$ cat src/rtl/dac_pkg.sv
// -----------------------------------------------------------------------------
// dac_pkg
// Shared definitions for the DAC sample path: the sample word width and type,
// the idle (midscale) output code, and the playback FSM state encoding. The
// DAC serial driver imports the same package so both ends agree on widths.
// Ports: none (package).
// -----------------------------------------------------------------------------
package dac_pkg;

    localparam int SAMPLE_W = 16;

    typedef logic [SAMPLE_W-1:0] sample_t;

    // Output code presented while playback is not running.
    localparam sample_t DAC_MIDSCALE = 16'h8000;

    // Playback FSM encoding, kept as plain 2-bit constants so legacy blocks
    // that decode the state vector keep working.
    typedef logic [1:0] state_t;

    localparam state_t ST_IDLE  = 2'd0;
    localparam state_t ST_PRIME = 2'd1;
    localparam state_t ST_RUN   = 2'd2;

endpackage

$ cat src/rtl/dac_sample_feeder_if.sv
// -----------------------------------------------------------------------------
// dac_sample_feeder_if
// Valid/ready sample stream from the producer into the DAC sample feeder.
//   in_data   producer -> feeder  unsigned sample word
//   in_valid  producer -> feeder  in_data is valid
//   in_ready  feeder -> producer  feeder can accept a word this cycle
// Modports: master = producer side, slave = feeder side.
// -----------------------------------------------------------------------------
interface dac_sample_feeder_if
    import dac_pkg::*;
();

    sample_t in_data;
    logic    in_valid;
    logic    in_ready;

    modport master (
        output in_data,
        output in_valid,
        input  in_ready
    );

    modport slave (
        input  in_data,
        input  in_valid,
        output in_ready
    );

endinterface

$ cat src/rtl/sample_fifo.sv
// -----------------------------------------------------------------------------
// sample_fifo
// Synchronous single-clock FIFO for DAC samples with a registered read port.
// A pop loads the head word into rdata on the clock edge; rdata then holds
// until the next successful pop. Push on full and pop on empty are ignored,
// so nothing is overwritten and no bypass path exists from wdata to rdata.
//   clk    system clock
//   rst    synchronous active-high reset; empties the FIFO
//   push   write request (ignored while full)
//   wdata  word to write
//   pop    read request (ignored while empty)
//   rdata  last popped word
//   level  current occupancy, 0..DEPTH
//   full   level == DEPTH
//   empty  level == 0
// -----------------------------------------------------------------------------
module sample_fifo
    import dac_pkg::*;
#(
    parameter int DEPTH = 16
)(
    input  logic                     clk,
    input  logic                     rst,
    input  logic                     push,
    input  sample_t                  wdata,
    input  logic                     pop,
    output sample_t                  rdata,
    output logic [$clog2(DEPTH):0]   level,
    output logic                     full,
    output logic                     empty
);

    localparam int AW = $clog2(DEPTH);

    sample_t         mem [DEPTH];
    logic [AW-1:0]   wr_ptr;
    logic [AW-1:0]   rd_ptr;
    logic            do_push;
    logic            do_pop;

    assign full    = (level == (AW+1)'(DEPTH));
    assign empty   = (level == '0);
    assign do_push = push && !full;
    assign do_pop  = pop && !empty;

    // Pointers are AW bits wide, so the +1 wraps modulo DEPTH on its own.
    // NOTE: sequential state is written with non-blocking (<=) assignments so
    // every register samples pre-edge values regardless of statement order.
    always_ff @(posedge clk) begin
        if (rst) begin
            wr_ptr <= '0;
            rd_ptr <= '0;
            level  <= '0;
            rdata  <= '0;
        end else begin
            if (do_push) begin
                wr_ptr <= wr_ptr + 1'b1;
            end
            if (do_pop) begin
                rd_ptr <= rd_ptr + 1'b1;
                rdata  <= mem[rd_ptr];
            end
            case ({do_push, do_pop})
                2'b10:   level <= level + 1'b1;
                2'b01:   level <= level - 1'b1;
                default: level <= level;
            endcase
        end
    end

    // NOTE: the storage array has no reset; the pointers and level define
    // which entries are meaningful, and leaving it unreset lets it map to RAM.
    always_ff @(posedge clk) begin
        if (do_push && !rst) begin
            mem[wr_ptr] <= wdata;
        end
    end

endmodule

$ cat src/rtl/dac_sample_feeder.sv
// -----------------------------------------------------------------------------
// dac_sample_feeder
// Buffers producer samples in a FIFO and releases one word every `period`
// clocks to the DAC serial driver. Playback runs IDLE -> PRIME -> RUN: PRIME
// waits until PRIME_LVL words are buffered so the stream starts with margin;
// RUN pops on a down-counting period divider.
//   clk          system clock
//   rst          synchronous active-high reset
//   enable       playback enable; low returns to IDLE (FIFO contents kept)
//   period       clocks per output sample; 0 and 1 behave as 2
//   src          producer stream (in_data / in_valid / in_ready)
//   data         sample to the DAC; MIDSCALE until the first pop of a run
//   sample_tick  one-cycle pulse in the cycle after data changes on a pop
//   underrun     sticky; set when a pop finds the FIFO empty
//   level        current FIFO occupancy
// -----------------------------------------------------------------------------
module dac_sample_feeder
    import dac_pkg::*;
#(
    parameter int      DEPTH     = 16,
    parameter int      PRIME_LVL = 8,
    parameter int      DIV_W     = 8,
    parameter sample_t MIDSCALE  = DAC_MIDSCALE
)(
    input  logic                     clk,
    input  logic                     rst,
    input  logic                     enable,
    input  logic [DIV_W-1:0]         period,
    dac_sample_feeder_if.slave       src,
    output sample_t                  data,
    output logic                     sample_tick,
    output logic                     underrun,
    output logic [$clog2(DEPTH):0]   level
);

    localparam int             AW        = $clog2(DEPTH);
    localparam logic [AW:0]    PRIME_THR = (AW+1)'(PRIME_LVL);

    state_t              state;
    state_t              state_nxt;
    logic [DIV_W-1:0]    cnt;
    logic [DIV_W-1:0]    reload;
    logic                push;
    logic                pop_req;
    logic                fifo_full;
    logic                fifo_empty;
    logic [AW:0]         level_in;
    logic                have_sample;
    logic                tick_d1;
    sample_t             fifo_rdata;

    assign push         = src.in_valid && !fifo_full;
    assign src.in_ready = !fifo_full;

    // Occupancy including this cycle's push; cannot exceed DEPTH because a
    // push only happens when the FIFO is not full.
    assign level_in = level + {{AW{1'b0}}, push};

    // A pop attempt happens in RUN when the divider reaches zero; enable low
    // suppresses it because the block is leaving RUN on this edge.
    assign pop_req = (state == ST_RUN) && enable && (cnt == '0);

    // Interval length minus one, with periods below 2 clamped to 2. Sampled
    // only on a reload, so a period change never cuts a running interval.
    assign reload = (period < DIV_W'(2)) ? DIV_W'(1) : period - 1'b1;

    sample_fifo #(
        .DEPTH (DEPTH)
    ) u_fifo (
        .clk   (clk),
        .rst   (rst),
        .push  (push),
        .wdata (src.in_data),
        .pop   (pop_req),
        .rdata (fifo_rdata),
        .level (level),
        .full  (fifo_full),
        .empty (fifo_empty)
    );

    // NOTE: every output of this combinational block gets a default before the
    // case so no path leaves it unassigned, which would infer a latch.
    always_comb begin
        state_nxt = state;
        if (!enable) begin
            state_nxt = ST_IDLE;
        end else begin
            case (state)
                ST_IDLE:  state_nxt = ST_PRIME;
                ST_PRIME: if (level_in >= PRIME_THR) state_nxt = ST_RUN;
                ST_RUN:   state_nxt = ST_RUN;
                default:  state_nxt = ST_IDLE;
            endcase
        end
    end

    always_ff @(posedge clk) begin
        if (rst) begin
            state       <= ST_IDLE;
            cnt         <= '0;
            have_sample <= 1'b0;
            tick_d1     <= 1'b0;
            sample_tick <= 1'b0;
            underrun    <= 1'b0;
        end else begin
            state <= state_nxt;

            // Counter only runs in RUN; held at zero elsewhere so the first
            // RUN cycle pops immediately.
            if ((state == ST_RUN) && enable) begin
                cnt <= (cnt == '0) ? reload : cnt - 1'b1;
            end else begin
                cnt <= '0;
            end

            // data follows the FIFO read register one cycle after the pop, so
            // the tick is delayed two cycles to land after the data change.
            tick_d1     <= pop_req;
            sample_tick <= tick_d1;

            if (pop_req && fifo_empty) begin
                underrun <= 1'b1;
            end else if ((state == ST_IDLE) && (state_nxt == ST_PRIME)) begin
                underrun <= 1'b0;
            end

            // have_sample selects the popped word over MIDSCALE; an empty pop
            // leaves it (and the read register) untouched so data holds.
            if (state_nxt == ST_IDLE) begin
                have_sample <= 1'b0;
            end else if (pop_req && !fifo_empty) begin
                have_sample <= 1'b1;
            end
        end
    end

    assign data = have_sample ? fifo_rdata : MIDSCALE;

endmodule

$ cat src/flat_wrapper.sv
// flat-port wrapper written by rule: the top's interface ports become plain ports
module dac_sample_feeder_flat import dac_pkg::*;
#(
    parameter int      DEPTH     = 16,
    parameter int      PRIME_LVL = 8,
    parameter int      DIV_W     = 8,
    parameter sample_t MIDSCALE  = DAC_MIDSCALE
)
  (clk, rst, enable, period, data, sample_tick, underrun, level, src_in_data, src_in_valid, src_in_ready);
  dac_sample_feeder_if src_i ();
  input  logic clk;
  input  logic rst;
  input  logic enable;
  input  logic [DIV_W-1:0] period;
  output sample_t data;
  output logic sample_tick;
  output logic underrun;
  output logic [$clog2(DEPTH):0] level;
  input wire logic [$bits(src_i.in_data)-1:0] src_in_data;
  input wire logic [$bits(src_i.in_valid)-1:0] src_in_valid;
  output wire logic [$bits(src_i.in_ready)-1:0] src_in_ready;
  assign src_i.in_data = src_in_data;
  assign src_i.in_valid = src_in_valid;
  assign src_in_ready = src_i.in_ready;
  dac_sample_feeder #(.DEPTH(DEPTH), .PRIME_LVL(PRIME_LVL), .DIV_W(DIV_W), .MIDSCALE(MIDSCALE)) u_core (.clk(clk), .rst(rst), .enable(enable), .period(period), .src(src_i), .data(data), .sample_tick(sample_tick), .underrun(underrun), .level(level));
endmodule
$ cat config.mk
export PLATFORM = sky130hd
export DESIGN_NAME = dac_sample_feeder_flat
export DESIGN_NICKNAME = d
export VERILOG_FILES = /design/src/rtl/dac_pkg.sv /design/src/rtl/dac_sample_feeder_if.sv /design/src/rtl/sample_fifo.sv /design/src/rtl/dac_sample_feeder.sv /design/src/flat_wrapper.sv
export SDC_FILE = /design/constraint.sdc
export NUM_CORES = 1
export LEC_CHECK = 0
export ABC_AREA = 1
export ABC_CLOCK_PERIOD_IN_PS = 3950
export CORE_ASPECT_RATIO = 1.2
export CORE_MARGIN = 3
export CORE_UTILIZATION = 25
export DETAILED_ROUTE_END_ITERATION = 10
export GPL_TIMING_DRIVEN = 0
export PLACE_DENSITY = 0.43
export SLEW_MARGIN = 20
export SYNTH_ARGS = -nofsm -noshare
export SYNTH_HDL_FRONTEND = slang
export SYNTH_HIERARCHICAL = 1
export SYNTH_SLANG_ARGS = --single-unit
$ cat constraint.sdc
create_clock -name clk -period 3.95 [get_ports clk]
set_input_delay 0.5925 -clock clk [delete_from_list [all_inputs] [get_ports clk]]
set_output_delay 0.5925 -clock clk [all_outputs]
set_load 0.01 [all_outputs]
==> results.md, run 1 <==
* CTS Buf Count at 36
* Worst hold-check path type: reg -> reg
* Min Hold Slack at 0.407 ns
* Final setup vio count at 0
* Headroom to the max-slew limit at 0.318
* Area delta synth->final at 20.6%
* CP Launch Type: flop
* Worst Skew at 0.0173 ns
* Total wire length at 39,400 um
* Final Max Slew Viols at 0
* Chip Width at 216 um
* Leakage power at 6.70 nW
* Root buffer cell: clkbuf_16
* Drt pass-1 iters at 7
* Setup TNS at 0 ns
* First-pass GRT wire length at 58,100 um
* Vias per std cell at 4.28
* CP max FO at 10
* Status: finished, final reports clean
* Share of cells above drive strength 1 at 0.0904
* Post-CTS setup buffers at 0
* CTS clk-pin slew, worst paths at 0.06 ns
* Routed length per placed instance at 17.7 um
* CP required at 4.40 ns
* Worst-Skew Late Latency at 0.53 ns
* Gr ovfl total at 0
* Row count at 91
* RSZ-0062 raised after global routing: false
* Synth Cell Area at 13,300 um^2
* CP Capture Type: flop
* Worst slew pin tran at 1.02 ns
* Final RePlAce weighted congestion at 0.803
* Tot GR Track Use at 0.140
* Post-DRT Antenna Nets at 0
* Iter 0 DRT Violations at 574
* Gate Count Post-Synth at 1,397
* Ys Warns at 6
* CTS Hold Buffers Added at 0
* Die footprint at 55,900 um^2
* Final nets at 1,543
* Initial antenna violation count at 0
* Synthesized Nets at 1,440
* Crit path DAT at 3.65 ns
* # DRC at 0
* Yosys cell types at 28
* Fmax at 312 MHz
* Hold Fails Final Rpt at 0
* Fin crit period at 3.21 ns
* Hold path depth at 2
* Largest net degree at the start of global routing at 17
* Syn avg cell area at 9.51 um^2
* Seq cells post-synth at 299
* Vias in the first global route at 9,111
* Post-synthesis sequential area ratio at 0.644
* Maxcap violations at 0
* Crit Path Class: reg -> reg
* Count of input and output buffers at 51
* Clk sink count at 299
* CTS H-Tree Depth at 2
* TritonCTS clock tree: yes
* Ports at 52
* Vias at 9,527
* Tcrit/Tclk final at 0.811
* Starting Density at 0.256
* Worst vdd ir at 0.000248 V
* R2R cell count at 19
* Longest Clk Path Bufs at 3
* Core box area at 51,900 um^2
* Die height at 258 um
* Post-DP HPWL at 27,500 um
* Power Dens Cells at 429 nW/um^2
* PostCTS Resize Cnt at 0
power breakdown:
group / switching [mW] / total, mW / internal, mW / leakage, nW
Clock: 1.29 / 3.17 / 1.88 / 0.545
Sequential: 0.0126 / 3.46 / 3.45 / 2.65
Combinational: 0.163 / 0.230 / 0.0678 / 3.51
cells in the final DEF, fill, tap and decap left out, types with 5 or more instances in the layout:
cell type / synthesis / routed
a21oi_1: 22 / 22
buf_1: 7 / 7
buf_2: 40 / 40
buf_6: 0 / 6
buf_8: 0 / 8
clkbuf_1: 12 / 24
clkbuf_16: 0 / 37
clkdlybuf4s50_1: 0 / 51
clkinv_1: 1 / 5
clkinv_2: 0 / 6
dfxtp_1: 43 / 43
edfxtp_1: 256 / 256
ha_1: 14 / 14
inv_1: 205 / 205
inv_2: 5 / 5
nand2_1: 470 / 470
nand3_1: 201 / 201
nand4_1: 5 / 5
nor2_1: 74 / 58
nor2_2: 4 / 19
o21ai_0: 14 / 14
xor2_1: 7 / 7
metal layers:
metal,routed length [um],global-route usage
met5,0,0
met4,1270,0.0500
met3,1330,0.0186
met2,19900,0.246
met1,16900,0.175
cells in the mapped netlist (all sizes together):
cell	n	share of area
nand2	475	0.14
edfxtp	256	0.58
inv	210	0.059
nand3	201	0.076
nor2	81	0.025
buf	48	0.018
dfxtp	43	0.065
a21oi	22	0.0083
ha	14	0.013
o21ai	14	0.0053
clkbuf	12	0.0034
xor2	7	0.0046
nand4	5	0.0024
o21bai	2	0.0011
or2	2	0.00094
a21boi	1	0.00057
clkinv	1	0.00028
fa	1	0.0015
nor3b	1	0.00057
xnor2	1	0.00066
sequential cells by signal, indices dropped and copies added, names as in the netlist, 2 cells and up:
name and flops:
u_core/cnt 8, u_core/state 2, u_core/u_fifo/level 5, u_core/u_fifo/mem 256, u_core/u_fifo/rd_ptr 4, u_core/u_fifo/rdata 16, u_core/u_fifo/wr_ptr 4
worst max-delay path, stage by stage (launching register included):
cell,delay [ns]
dfxtp_1,0.31
inv_1,0.12
ha_1,0.21
nand2_2,0.08
nor2_4,0.13
nand2_4,0.10
nor2_2,0.11
nand2_1,0.17
inv_2,0.20
buf_2,0.26
ha_1,0.32
inv_1,0.09
fa_1,0.42
inv_1,0.08
nand2_1,0.06
a21boi_0,0.16
o21bai_1,0.08
nand2_1,0.07
nand2_1,0.05
a21oi_1,0.11
kinds of logic after synthesis:
group / after synthesis / share of synthesized area
XOR/XNOR: 8 / 0.00528
adder cells (fa/ha/maj): 15 / 0.0147
AO/OA/AOI/OAI: 39 / 0.0153
buffers and inverters: 271 / 0.0806
AND/OR/NAND/NOR: 765 / 0.241
flip-flops: 299 / 0.644
final cells by class:
type | count | area [um^2]
clock inverters | 15 | 130
inverters | 211 | 792
repair buffers | 65 | 698
well taps | 697 | 872
multi-input cells | 827 | 3710
plain buffers | 60 | 279
clock buffers | 50 | 985
fillers | 5525 | 35900
diodes | 1 | 2.50
flip-flops and latches | 299 | 8550
worst paths after layout:
| kind | start | to | slack, ns |
|---|---|---|---|
| setup / recovery | u_core/cnt[0] | u_core/u_fifo/level[4] | 0.74 |
| hold / removal | u_core/tick_d1 | u_core/sample_tick | 0.41 |
| setup reg to reg | u_core/cnt[0] | u_core/u_fifo/level[4] | 0.74 |
| hold reg to reg | u_core/tick_d1 | u_core/sample_tick | 0.41 |
stage by stage:
stage / cells / setup WS, ns / area (um^2) / power (mW) / util
6_report: 2225 / 0.745 / 16000 / 6.86 / 0.308
5_1_grt: 2224 / 0.382 / 16000 / 7.11 / 0.308
4_1_cts: 2224 / 0.695 / 16000 / 6.97 / 0.308
3_5_place_dp: 2159 / 0.382 / 14900 / 3.77 / 0.287
3_3_place_gp: 2145 / 0.0528 / 14700 / 3.76 / 0.282
2_1_floorplan: 1397 / 1.31 / 13300 / 3.61 / -
No activity file was read; power rests on OpenSTA's default activity.
==> run 2: changes to the inputs <==
--- a/config.mk
+++ b/config.mk
@@ -6,7 +6,7 @@
 export NUM_CORES = 1
 export LEC_CHECK = 0
 export ABC_AREA = 1
-export ABC_CLOCK_PERIOD_IN_PS = 3950
+export ABC_CLOCK_PERIOD_IN_PS = 3010
 export CORE_ASPECT_RATIO = 1.2
 export CORE_MARGIN = 3
 export CORE_UTILIZATION = 25
==> constraint.sdc (replaced) <==
create_clock -name clk -period 3.01 [get_ports clk]
set_input_delay 0.4515 -clock clk [delete_from_list [all_inputs] [get_ports clk]]
set_output_delay 0.4515 -clock clk [all_outputs]
set_load 0.01 [all_outputs]
==> run 2 against run 1 <==
Against the previous run: critical path depth decreased by 1; worst setup slack got worse by 0.39 ns; combinational power increased by 33%; non-clock buffer count increased by 1; sequential power increased by 32%; hold slack about the same.
==> results.md, run 2 (same netlist as run 1, synthesis figures left out) <==
* Worst Skew at 0.0155 ns (was 0.0173 ns)
* Most frequent cells in the layout: nand2_1 (469), edfxtp_1 (256), inv_1 (205) (was nand2_1 (470), edfxtp_1 (256), inv_1 (205))
* CP Capture Type: flop (unchanged)
* Worst hold-check path type: reg -> reg (unchanged)
* Final setup vio count at 0 (unchanged)
* Worst-Skew Late Latency at 0.53 ns (about the same)
* Final setup margin at 0.350 ns (was 0.745 ns)
* TritonCTS clock tree: yes (unchanged)
* Worst slew pin tran at 1.02 ns (about the same)
* Count of input and output buffers at 51 (unchanged)
* CP Launch Type: flop (unchanged)
* Tcrit/Tclk final at 0.884 (was 0.811)
* CTS Buf Count at 36 (unchanged)
* Final RePlAce weighted congestion at 0.803 (unchanged)
* Total wire length at 39,500 um (was 39,400 um)
* Chip Width at 216 um (unchanged)
* Ports at 52 (unchanged)
* Starting Density at 0.256 (unchanged)
* Die height at 258 um (unchanged)
* Longest Clk Path Bufs at 3 (unchanged)
* Slowest cell delay on critical path at 0.41 ns (was 0.42 ns)
* Worst vdd ir at 0.000324 V (was 0.000248 V)
* Fin crit period at 2.66 ns (was 3.21 ns)
* Iter 0 DRT Violations at 589 (was 574)
* Total Power at 9.00 mW (was 6.86 mW)
* Root buffer cell: clkbuf_16 (unchanged)
* Maxcap violations at 0 (unchanged)
* CTS clk-pin slew, worst paths at 0.06 ns (about the same)
* Area delta synth->final at 20.8% (was 20.6%)
* Post-DRT Antenna Nets at 0 (unchanged)
* Power Dens Cells at 561 nW/um^2 (was 429 nW/um^2)
* Final Max Slew Viols at 0 (unchanged)
* Share of cells above drive strength 1 at 0.0923 (was 0.0904)
* Row count at 91 (unchanged)
* Vias in the first global route at 9,114 (was 9,111)
* Post-DP HPWL at 27,500 um (unchanged)
* Vias at 9,502 (was 9,527)
* Fmax at 376 MHz (was 312 MHz)
* # DRC at 0 (unchanged)
* CP required at 3.45 ns (was 4.40 ns)
* Drt pass-1 iters at 5 (was 7)
* Setup TNS at 0 ns (unchanged)
* Initial antenna violation count at 0 (unchanged)
* Crit path DAT at 3.11 ns (was 3.65 ns)
* Worst-path cell chain: inv_1, ha_1, nand2_2, nor2_4, nand2_4, nor2_2, nand2_2, clkinv_4, ha_4, inv_1, fa_1, inv_1, nand2_1, a21boi_0, o21bai_1, nand2_1, nand2_1, a21oi_1 (was inv_1, ha_1, nand2_2, nor2_4, nand2_4, nor2_2, nand2_1, inv_2, buf_2, ha_1, inv_1, fa_1, inv_1, nand2_1, a21boi_0, o21bai_1, nand2_1, nand2_1, a21oi_1)
* CP top delay family: adder cells (unchanged)
* Largest net degree at the start of global routing at 19 (was 17)
* # fillers at 5,522 (was 5,525)
* Min Hold Slack at 0.407 ns (about the same)
* CP bufs+invs at 4 (was 5)
* Fin util at 0.309 (was 0.308)
* CTS H-Tree Depth at 2 (unchanged)
* Largest register by flop count: u_core/u_fifo/mem (unchanged)
* Tot GR Track Use at 0.140 (unchanged)
* RSZ-0062 raised after global routing: false (unchanged)
* Final nets at 1,544 (was 1,543)
* Headroom to the max-slew limit at 0.318 (about the same)
* Vias per std cell at 4.27 (was 4.28)
* Gr ovfl total at 0 (unchanged)
* Core box area at 51,900 um^2 (unchanged)
* Slowest-stage cell, CP: fa_1 (unchanged)
* Top flop regs: u_core/u_fifo/mem (256), u_core/u_fifo/rdata (16), u_core/cnt (8) (unchanged)
* Status: finished, final reports clean (unchanged)
* Clk sink count at 299 (unchanged)
* Leakage power at 6.71 nW (was 6.70 nW)
* Hold Fails Final Rpt at 0 (unchanged)
* Max reg flops at 256 (unchanged)
* First-pass GRT wire length at 58,100 um (unchanged)
* Crit Path Class: reg -> reg (unchanged)
* CP max FO at 9 (was 10)
* Dpl ws at -0.417 ns (was 0.382 ns)
* Die footprint at 55,900 um^2 (unchanged)
* Routed length per placed instance at 17.7 um (about the same)
* Most common cell after layout, fill and taps aside: nand2_1 (unchanged)
-- run 2: cell count changes in the layout (fill, tap and decap cells not counted), sizes merged --
cell,change
inv,-1
buf,+1
clkinv,+1
-- run 2: area by class of cell --
cell class / count / area (um^2) / area share
Antenna cell: 1 / 2.50 / 0.000156
Buffer: 59 / 274 / 0.0171
Clock buffer: 50 / 985 / 0.0614
Clock inverter: 15 / 130 / 0.00811
Inverter: 211 / 797 / 0.0497
Multi-Input combinational cell: 827 / 3720 / 0.232
Sequential cell: 299 / 8550 / 0.533
Tap cell: 697 / 872 / 0.0544
Timing Repair Buffer: 67 / 713 / 0.0445
-- run 2: path summary, 6_finish.rpt --
check / startpoint / to / slack (ns) / depth (start not counted)
setup / recovery: u_core/cnt[0] / u_core/u_fifo/level[4] / 0.35 / 18
hold / removal: u_core/tick_d1 / u_core/sample_tick / 0.41 / 2
setup reg to reg: u_core/cnt[0] / u_core/u_fifo/level[4] / 0.35 / 18
hold reg to reg: u_core/tick_d1 / u_core/sample_tick / 0.41 / 2
-- run 2: repair_timing --
item	CTS	global route
hold buffers	0	0
pin swaps	0	0
gates cloned	0	0
endpoints found under the setup margin	2	2
buffers inserted	0	2
resized for setup	2	4
-- run 2: layer usage --
layer | up-vias | track usage | wire, um
met1 | 4594 | 0.175 | 17000
met4 | 0 | 0.0500 | 1270
met2 | 162 | 0.246 | 20000
met5 | - | 0 | 0
li1 | 4694 | - | -
met3 | 52 | 0.0186 | 1240
-- run 2: metrics by stage --
stage | instance area (um^2) | cells
2_1_floorplan | 13300 | 1397
3_3_place_gp | 14700 | 2145
3_5_place_dp | 14900 | 2159
4_1_cts | 16000 | 2223
5_1_grt | 16000 | 2225
6_report | 16000 | 2226
-- run 2: worst min-delay path, delay by kind of cell (launching register included) --
kind	cells	cell delay [ns]
flops	1	0.30
buf+inv	1	0.04
simple gates	1	0.03
-- run 2: report_power, final --
part	switching (mW)	total [mW]	leakage, nW	internal [mW]
Clock	1.69	4.15	0.545	2.46
Sequential	0.0166	4.55	2.65	4.53
Combinational	0.215	0.305	3.51	0.0901
==> run 3: changes to the inputs <==
--- a/config.mk
+++ b/config.mk
@@ -6,13 +6,14 @@
 export NUM_CORES = 1
 export LEC_CHECK = 0
 export ABC_AREA = 1
-export ABC_CLOCK_PERIOD_IN_PS = 3010
+export ABC_CLOCK_PERIOD_IN_PS = 2200
 export CORE_ASPECT_RATIO = 1.2
 export CORE_MARGIN = 3
-export CORE_UTILIZATION = 25
+export CORE_UTILIZATION = 50
 export DETAILED_ROUTE_END_ITERATION = 10
 export GPL_TIMING_DRIVEN = 0
-export PLACE_DENSITY = 0.43
+export HOLD_SLACK_MARGIN = 0.08
+export PLACE_DENSITY = 0.73
 export SLEW_MARGIN = 20
 export SYNTH_ARGS = -nofsm -noshare
 export SYNTH_HDL_FRONTEND = slang
==> constraint.sdc (replaced) <==
create_clock -name clk -period 2.2 [get_ports clk]
set_input_delay 0.33 -clock clk [delete_from_list [all_inputs] [get_ports clk]]
set_output_delay 0.33 -clock clk [all_outputs]
set_load 0.01 [all_outputs]
==> run 3 against run 2 <==
Against the previous run: the run now ends with setup timing left; die area fell by 49%; power is 28% higher; clock skew decreased by 0.0030 ns; routed wire length down 15%; sequential power increased by 37%; non-clock buffer count grew 11; via count rose by 3.0%; first-iteration DRC count grew 93%; cell count decreased by 17%; clock-buffer cell count is 11 lower; fmax grew 15%; global-route usage is 9.4 points higher.
==> results.md, run 3 (same netlist as run 1, synthesis figures left out) <==
* First-pass GRT wire length at 51,600 um (was 58,100 um)
* Area delta synth->final at 18.6% (was 20.8%)
* Hold Fails Final Rpt at 0 (unchanged)
* Fin crit period at 2.31 ns (was 2.66 ns)
* Clk network pwr share at 0.421 (was 0.461)
* Finished Cell Area at 15,800 um^2 (was 16,000 um^2)
* Vias in the first global route at 9,373 (was 9,114)
* Chip Width at 155 um (was 216 um)
* Most frequent cells in the layout: nand2_1 (464), edfxtp_1 (256), inv_1 (201) (was nand2_1 (469), edfxtp_1 (256), inv_1 (205))
* Total wire length at 33,400 um (was 39,500 um)
* Clk sink count at 299 (unchanged)
* Wire length on met3 at 2530 um (was 1240 um)
* Final setup vio count at 2 (was 0)
* Power Dens Cells at 729 nW/um^2 (was 561 nW/um^2)
* TritonCTS clock tree: yes (unchanged)
* CP Capture Type: flop (unchanged)
* Fin cells at 1,857 (was 2,226)
* CTS clk-pin slew, worst paths at 0.06 ns (about the same)
* Antenna diodes at 0 (was 1)
* Status: complete, but fails checks (was finished, final reports clean)
* Setup TNS at -0.117 ns (was 0 ns)
* P_sw at 2.33 mW (was 1.92 mW)
* Worst-Skew Late Latency at 0.54 ns (was 0.53 ns)
* Most common cell after layout, fill and taps aside: nand2_1 (unchanged)
* CP required at 2.67 ns (was 3.45 ns)
* Total Power at 11.5 mW (was 9.00 mW)
* Crit Path Class: reg -> reg (unchanged)
* Count of input and output buffers at 51 (unchanged)
* Final nets at 1,548 (was 1,544)
* # DRC at 0 (unchanged)
* Sw frac at 0.203 (was 0.213)
* Routed length per placed instance at 18.0 um (was 17.7 um)
* Top flop regs: u_core/u_fifo/mem (256), u_core/u_fifo/rdata (16), u_core/cnt (8) (unchanged)
* Met2 wire len at 15,900 um (was 20,000 um)
* Die footprint at 28,600 um^2 (was 55,900 um^2)
* Worst slew pin tran at 0.893 ns (was 1.02 ns)
* CP max FO at 5 (was 9)
* Failing checks: setup timing
* Largest net degree at the start of global routing at 18 (was 19)
* CP Launch Type: flop (unchanged)
* Final setup margin at -0.106 ns (was 0.350 ns)
* Final Max Slew Viols at 0 (unchanged)
* Vias per std cell at 5.27 (was 4.27)
* Tot GR Track Use at 0.234 (was 0.140)
* Worst Skew at 0.0125 ns (was 0.0155 ns)
* Longest Clk Path Bufs at 3 (unchanged)
* Placed inst area at 14,300 um^2 (was 14,900 um^2)
* Row count at 64 (was 91)
* M1 WL at 13,400 um (was 17,000 um)
* Int Pwr at 9.17 mW (was 7.08 mW)
* Die height at 185 um (was 258 um)
* Drt pass-1 iters at 7 (was 5)
* Vias at 9,783 (was 9,502)
* Starting Density at 0.515 (was 0.256)
* Worst hold-check path type: reg -> reg (unchanged)
* Max reg flops at 256 (unchanged)
* Worst vdd ir at 0.000465 V (was 0.000324 V)
* Seq pwr share at 0.541 (was 0.505)
* Core box area at 25,800 um^2 (was 51,900 um^2)
* Fmax at 434 MHz (was 376 MHz)
* Crit path DAT at 2.78 ns (was 3.11 ns)
* Headroom to the max-slew limit at 0.403 (was 0.318)
* Leakage power at 6.74 nW (was 6.71 nW)
* Dpl ws at -0.749 ns (was -0.417 ns)
* Largest register by flop count: u_core/u_fifo/mem (unchanged)
* RSZ-0062 raised after global routing: true (was false)
* Final RePlAce weighted congestion at 0.937 (was 0.803)
* Initial antenna violation count at 0 (unchanged)
* Post-DP HPWL at 22,000 um (was 27,500 um)
* CTS H-Tree Depth at 1 (was 2)
* Ports at 52 (unchanged)
* Share of cells above drive strength 1 at 0.113 (was 0.0923)
* Comb power frac at 0.038 (was 0.034)
* Tcrit/Tclk final at 1.05 (was 0.884)
* Gr ovfl total at 0 (unchanged)
* Post-DRT Antenna Nets at 0 (unchanged)
* Placed cells at 1,781 (was 2,159)
* Root buffer cell: clkbuf_16 (unchanged)
* Top Layer Used: met4 (unchanged)
* CTS Buf Count at 29 (was 36)
* Iter 0 DRT Violations at 1,135 (was 589)
* Min Hold Slack at 0.412 ns (was 0.407 ns)
* Maxcap violations at 0 (unchanged)
* Fin util at 0.611 (was 0.309)
run 3: path summary, 6_finish.rpt:
kind / startpoint / to / depth (start not counted) / slack [ns]
max: u_core/cnt[1] / u_core/u_fifo/level[4] / 18 / -0.11
min reg2reg: u_core/tick_d1 / u_core/sample_tick / 2 / 0.41
max reg2reg: u_core/cnt[1] / u_core/u_fifo/level[4] / 18 / -0.11
min: u_core/tick_d1 / u_core/sample_tick / 2 / 0.41
run 3: cell type report:
class,count,area [um^2]
inverters,211,802
clock inverters,14,141
repair buffers,79,910
fillers,2045,10000
multi-input cells,827,3880
clock buffers,39,783
flip-flops and latches,299,8560
well taps,330,413
plain buffers,58,274
run 3: worst max-delay path, stage by stage (launching register included):
cell	delay (ns)
dfxtp_2	0.32
inv_2	0.08
ha_4	0.16
nand2_4	0.05
nor2_4	0.11
nand2_4	0.08
nor2_4	0.14
nand2_4	0.09
inv_8	0.07
ha_4	0.15
inv_2	0.04
fa_2	0.36
inv_2	0.07
nand2_2	0.06
a21boi_2	0.14
o21bai_1	0.07
nand2_1	0.06
nand2_1	0.05
a21oi_2	0.12
run 3: repair_timing:
action	in CTS	in global routing
buffers inserted	19	6
pin swaps	15	8
hold buffers	0	0
endpoints found under the setup margin	269	267
cloned	0	0
endpoints found under the hold margin	0	0
gates resized for setup	29	22
run 3: routing by layer:
layer / up-vias / global-route usage
met3: 80 / 0.0282
met5: - / 0
met4: 0 / 0.112
met1: 4598 / 0.315
met2: 404 / 0.382
li1: 4701 / -
run 3: power by group through the flow:
| stage | sequential [mW] | clock, mW | combinational (mW) |
|---|---|---|---|
| after floorplan | 6.33 | 0 | 0.161 |
| after global placement | 6.34 | 0 | 0.376 |
| after detailed placement | 6.34 | 0 | 0.390 |
| after CTS | 6.22 | 4.89 | 0.419 |
| after global routing | 6.22 | 5.14 | 0.469 |
| final | 6.22 | 4.84 | 0.432 |
